<file path="config.mk">
export PLATFORM = sky130hd
export DESIGN_NAME = uart_rx
export DESIGN_NICKNAME = d
export VERILOG_FILES = /design/src/rtl/uart_pkg.sv /design/src/rtl/uart_baud_tick.sv /design/src/rtl/uart_rx.sv
export SDC_FILE = /design/constraint.sdc
export NUM_CORES = 1
export LEC_CHECK = 0
export ABC_AREA = 1
export CORE_AREA = 2 2 57 59
export DETAILED_ROUTE_END_ITERATION = 8
export DIE_AREA = 0 0 59 61
export DONT_BUFFER_PORTS = 1
export MAX_ROUTING_LAYER = met4
export PLACE_DENSITY = 0.77
export SETUP_SLACK_MARGIN = 0.5
export SLEW_MARGIN = 20
export SYNTH_ARGS = -nofsm -noshare
export SYNTH_HDL_FRONTEND = slang
export SYNTH_SLANG_ARGS = --single-unit
</file>
<file path="constraint.sdc">
create_clock -name clk -period 1.53 [get_ports clk]
set_input_delay 0.306 -clock clk [delete_from_list [all_inputs] [get_ports clk]]
set_output_delay 0.306 -clock clk [all_outputs]
set_load 0.03 [all_outputs]
</file>
<file path="src/rtl/uart_pkg.sv">
// Shared definitions for the UART receiver (and later transmitter):
// frame geometry, FSM state encoding and the baud divider computation.
package uart_pkg;

    localparam int DATA_BITS  = 8;
    localparam int OVERSAMPLE = 16;

    typedef enum logic [2:0] {
        IDLE      = 3'd0,
        START     = 3'd1,
        DATA      = 3'd2,
        STOP      = 3'd3,
        WAIT_HIGH = 3'd4
    } state_t;

    // Clocks per oversample tick; truncating division.
    function automatic int calc_div(input int clk_freq, input int baud_rate);
        return clk_freq / (baud_rate * OVERSAMPLE);
    endfunction

endpackage

</file>
<file path="src/rtl/uart_baud_tick.sv">
// Oversample tick generator: one-cycle tick every DIV clocks, restartable
// with clear so the sampling phase can be aligned to a detected edge.
module uart_baud_tick #(
    parameter int DIV = 10
) (
    input  logic clk,
    input  logic reset,
    input  logic clear,
    output logic tick
);

    localparam int W = (DIV > 1) ? $clog2(DIV) : 1;

    logic [W-1:0] count;

    assign tick = (count == W'(DIV - 1));

    always_ff @(posedge clk or posedge reset) begin
        if (reset) begin
            count <= '0;
        end else if (clear || tick) begin
            count <= '0;
        end else begin
            count <= count + W'(1);
        end
    end

endmodule

</file>
<file path="src/rtl/uart_rx.sv">
// 8N1 UART receiver with 16x oversampling; presents each good byte with a
// one-cycle uart_ready strobe and flags bad stop bits with frame_error.
module uart_rx
    import uart_pkg::*;
#(
    parameter int CLK_FREQ  = 50_000_000,
    parameter int BAUD_RATE = 115_200
) (
    input  logic       clk,
    input  logic       reset,
    input  logic       rx,
    output logic [7:0] uart_data,
    output logic       uart_ready,
    output logic       frame_error,
    output logic       busy
);

    localparam int DIV = calc_div(CLK_FREQ, BAUD_RATE);

    generate
        if (DIV < 1) begin : g_bad_div
            $error("uart_rx: CLK_FREQ too low for BAUD_RATE (DIV < 1)");
        end
    endgenerate

    state_t                 state, next_state;
    logic                   rx_meta, rx_s;
    logic                   tick, tick_clear;
    logic [3:0]             sample_cnt;
    logic [2:0]             bit_idx;
    logic [DATA_BITS-1:0]   shift_reg;
    logic                   cnt_clear, bit_clear, shift_en, data_load, stop_bad;

    uart_baud_tick #(.DIV(DIV)) u_tick (
        .clk   (clk),
        .reset (reset),
        .clear (tick_clear),
        .tick  (tick)
    );

    // Preset to idle-high so reset release never looks like a start bit.
    always_ff @(posedge clk or posedge reset) begin
        if (reset) begin
            rx_meta <= 1'b1;
            rx_s    <= 1'b1;
        end else begin
            rx_meta <= rx;
            rx_s    <= rx_meta;
        end
    end

    always_ff @(posedge clk or posedge reset) begin
        if (reset) begin
            state <= IDLE;
        end else begin
            state <= next_state;
        end
    end

    always_comb begin
        next_state = state;
        tick_clear = 1'b0;
        cnt_clear  = 1'b0;
        bit_clear  = 1'b0;
        shift_en   = 1'b0;
        data_load  = 1'b0;
        stop_bad   = 1'b0;
        case (state)
            IDLE: begin
                if (!rx_s) begin
                    next_state = START;
                    tick_clear = 1'b1;
                    cnt_clear  = 1'b1;
                end
            end
            START: begin
                // Mid start bit: a high line here means it was only a glitch.
                if (tick && sample_cnt == 4'd7) begin
                    if (!rx_s) begin
                        next_state = DATA;
                        cnt_clear  = 1'b1;
                        bit_clear  = 1'b1;
                    end else begin
                        next_state = IDLE;
                    end
                end
            end
            DATA: begin
                if (tick && sample_cnt == 4'd15) begin
                    shift_en = 1'b1;
                    if (bit_idx == 3'(DATA_BITS - 1)) begin
                        next_state = STOP;
                    end
                end
            end
            STOP: begin
                if (tick && sample_cnt == 4'd15) begin
                    if (rx_s) begin
                        data_load  = 1'b1;
                        next_state = IDLE;
                    end else begin
                        stop_bad   = 1'b1;
                        next_state = WAIT_HIGH;
                    end
                end
            end
            WAIT_HIGH: begin
                if (rx_s) begin
                    next_state = IDLE;
                end
            end
            default: next_state = IDLE;
        endcase
    end

    always_ff @(posedge clk or posedge reset) begin
        if (reset) begin
            sample_cnt <= '0;
            bit_idx    <= '0;
            shift_reg  <= '0;
        end else begin
            if (cnt_clear) begin
                sample_cnt <= '0;
            end else if (tick) begin
                sample_cnt <= sample_cnt + 4'd1;
            end
            if (bit_clear) begin
                bit_idx <= '0;
            end else if (shift_en) begin
                bit_idx <= bit_idx + 3'd1;
            end
            if (shift_en) begin
                shift_reg <= {rx_s, shift_reg[DATA_BITS-1:1]};
            end
        end
    end

    always_ff @(posedge clk or posedge reset) begin
        if (reset) begin
            uart_data   <= '0;
            uart_ready  <= 1'b0;
            frame_error <= 1'b0;
        end else begin
            uart_ready  <= data_load;
            frame_error <= stop_bad;
            if (data_load) begin
                uart_data <= shift_reg;
            end
        end
    end

    assign busy = (state != IDLE);

endmodule

</file>
==> results.cfg <==
[synth]
synth-seq-cells = 35
syn_area_per_cell_um2 = 9.52
ys_warn_count = 0
syn-cell-area_mm2 = 0.00160
synth_ff_type = dfrtp_1
synth_edf_count = 0
yosysSeqAreaShare_pct = 54.9
synth_cell_types = 24
synth_area_leader_cell = dfrtp_1
yosys-top-cells-area = dfrtp_1, nand2_1, inv_1
synth.most_common_cell = nand2_1
syn_inst = 168
syn_nets = 176
synth_top_area_share_pct = 51.6
synth_common_cells = nand2_1, dfrtp_1, inv_1, o21ai_0, nor2_1
synthArstFlopShare_pct = 100

[layout]
fin_util_pct = 68.0
design.final.nets = 202
area_growth_pct = 25.6
final_cells = 228
fill_cells = 219
diodes = 0
design_area_mm2 = 0.00201
drive_gt1_share_pct = 32.8

[setup_path]
crit_fanout = 14
crit_type = flop to flop
cp_top_family = simple AND/OR/NAND/NOR gates
path_buf_inv = 2
cp.required_ns = 1.78
path_cells = inv_1 -> nand3_1 -> nor3_4 -> buf_12 -> nand2_1 -> o21a_1
slowest_delay_ns = 0.43
cp-start-kind = flop
crit_slowest_cell = dfrtp_1
cp.arrival_ns = 1.79
endpoint_kind = flop

[floorplan]
core_area_mm2 = 0.00295
die_h_um = 61
ios = 14
initial_core_util_pct = 54.2
dieArea_mm2 = 0.00360
rows = 20
die_w_um = 59

[timing]
fmax_mhz = 649
post-route-min-period_ns = 1.54
setup_violations = 5
tns_ns = -0.0263
hold_viol = 0
rsz0062_at_grt = true
drv_slew = 0
finalCritPeriodShare_pct = 101
fin_skew_ns = 0.00946
worst_pin_slew_ns = 0.565
relSlewSlack_pct = 61.9
setup_slack_ns = -0.0114
holdWs_ns = 0.354

[power]
power_density_mw_per_mm2 = 774
design_power_total_mw = 1.56
power.static_leakage_nw = 0.933
max-vdd-ir-drop_mv = 0.724

[global_route]
antenna_found_initial = 0
grt_use_total_pct = 18.5
grt_pass1_wl_um = 4660
grt-ovfl-total = 0
grt_max_degree = 36
grt_pass1_vias = 1093

[placement]
dp_hpwl_um = 1840
dp_cells = 202
postPlaceCellArea_mm2 = 0.00167
portBuffers = 0
gp_congestion = 0.856
dp_slack_ns = -0.00413

[cts]
cts_tree = done
clkSlewWorstSetupHoldPaths_ns = 0.11
htree_levels = 2
cts_root_buf = clkbuf_4
insertion_delay_ns = 0.35
cts_max_path_buffers = 2
numCtsBuffers = 5
clkSinkCount = 35

[job]
maxCapViolations = 0

[drt]
drt_wl_total_um = 3400
routedWlPerCell_um = 14.9
drtIter0Drc = 125
via_per_inst = 5.48
vias = 1249
drtAntennaViolNets = 0
first_pass_iters = 4
drc_errors = 0

[status]
status = complete, but fails checks
violations = negative setup slack

[worst_hold_path]
hold_path_class = flop to flop
[layout by cell type, fill, tap and decap left out]
cell           instances
a21oi_1                1
a21oi_2                1
a31oi_1                2
buf_12                 1
buf_4                 11
buf_6                  3
clkbuf_4               5
clkbuf_8               2
clkinvlp_4             3
dfrtp_1               24
dfrtp_2                9
dfstp_2                2
dlygate4sd3_1          2
ha_1                   3
ha_2                   2
inv_1                 21
inv_4                  1
mux2i_1                1
nand2_1               32
nand2_2                7
nand2_4                3
nand3_1                8
nand3_4                4
nand4_1                4
nor2_1                11
nor2_2                 1
nor2_4                 1
nor2_8                 1
nor3_2                 1
nor3_4                 3
o21a_1                 6
o21ai_0                6
o21ai_1                4
o21ai_2                3
xnor2_1                2
xor2_1                 4
[power by group]
group	switching [mW]	internal, mW	leakage (nW)
sequential	0.00287	0.929	0.442
combinational	0.0272	0.00581	0.453
clock	0.322	0.268	0.0375
total	0.352	1.20	0.933
[kinds of logic after synthesis]
group	share of synthesized area, %
simple gates	22.5
compound gates	8.29
mux	0.626
buf+inv	6.42
flops	54.9
fa+ha+maj	3.91
xor+xnor	3.29
[what timing repair did]
action | 4_1_cts | 5_1_grt
setup endpoints to repair | 44 | 77
gates resized for setup | 17 | 26
buffers inserted | 5 | 7
pin swaps | 1 | 4
hold buffers | 2 | 0
hold endpoints to repair | 34 | 0
cloned | 1 | 3
[worst reg2reg max path, stage by stage, from the launching register on]
cell and delay (ns):
dfrtp_1 0.43, inv_1 0.10, nand3_1 0.30, nor3_4 0.30, buf_12 0.16, nand2_1 0.05
o21a_1 0.10
[final cells by class]
| class | count | area [um2] | share of cell area, % |
|---|---|---|---|
| Clock buffer | 7 | 65.1 | 3.24 |
| Tap cell | 33 | 41.3 | 2.06 |
| Clock inverter | 1 | 7.51 | 0.374 |
| Multi-Input combinational cell | 111 | 748 | 37.3 |
| Timing Repair inverter | 1 | 7.51 | 0.374 |
| Timing Repair Buffer | 17 | 156 | 7.79 |
| Inverter | 23 | 92.6 | 4.61 |
| Sequential cell | 35 | 890 | 44.3 |
[per-layer routing]
metal	track usage, %	vias up	share of wire [%]
met2	27.3	36	50
met3	5.76	9	4.6
met5	-	-	0
met4	11.0	0	1.7
met1	22.2	608	44
li1	-	596	-
[path summary, 6_finish.rpt]
check / startpoint / end / slack (ns) / cells after the start
worst max-delay path: state[2] / uart_data[1] / -0.01 / 6
worst min-delay path: rx_meta / rx_s / 0.35 / 0
worst max register to register: state[2] / uart_data[1] / -0.01 / 6
worst min register to register: rx_meta / rx_s / 0.35 / 0
max in group asynchronous: reset / rx_meta / 0.76 / 2
min in group asynchronous: reset / bit_idx[1] / 0.48 / 2
Note: power is estimated with default switching activity, not from simulation.
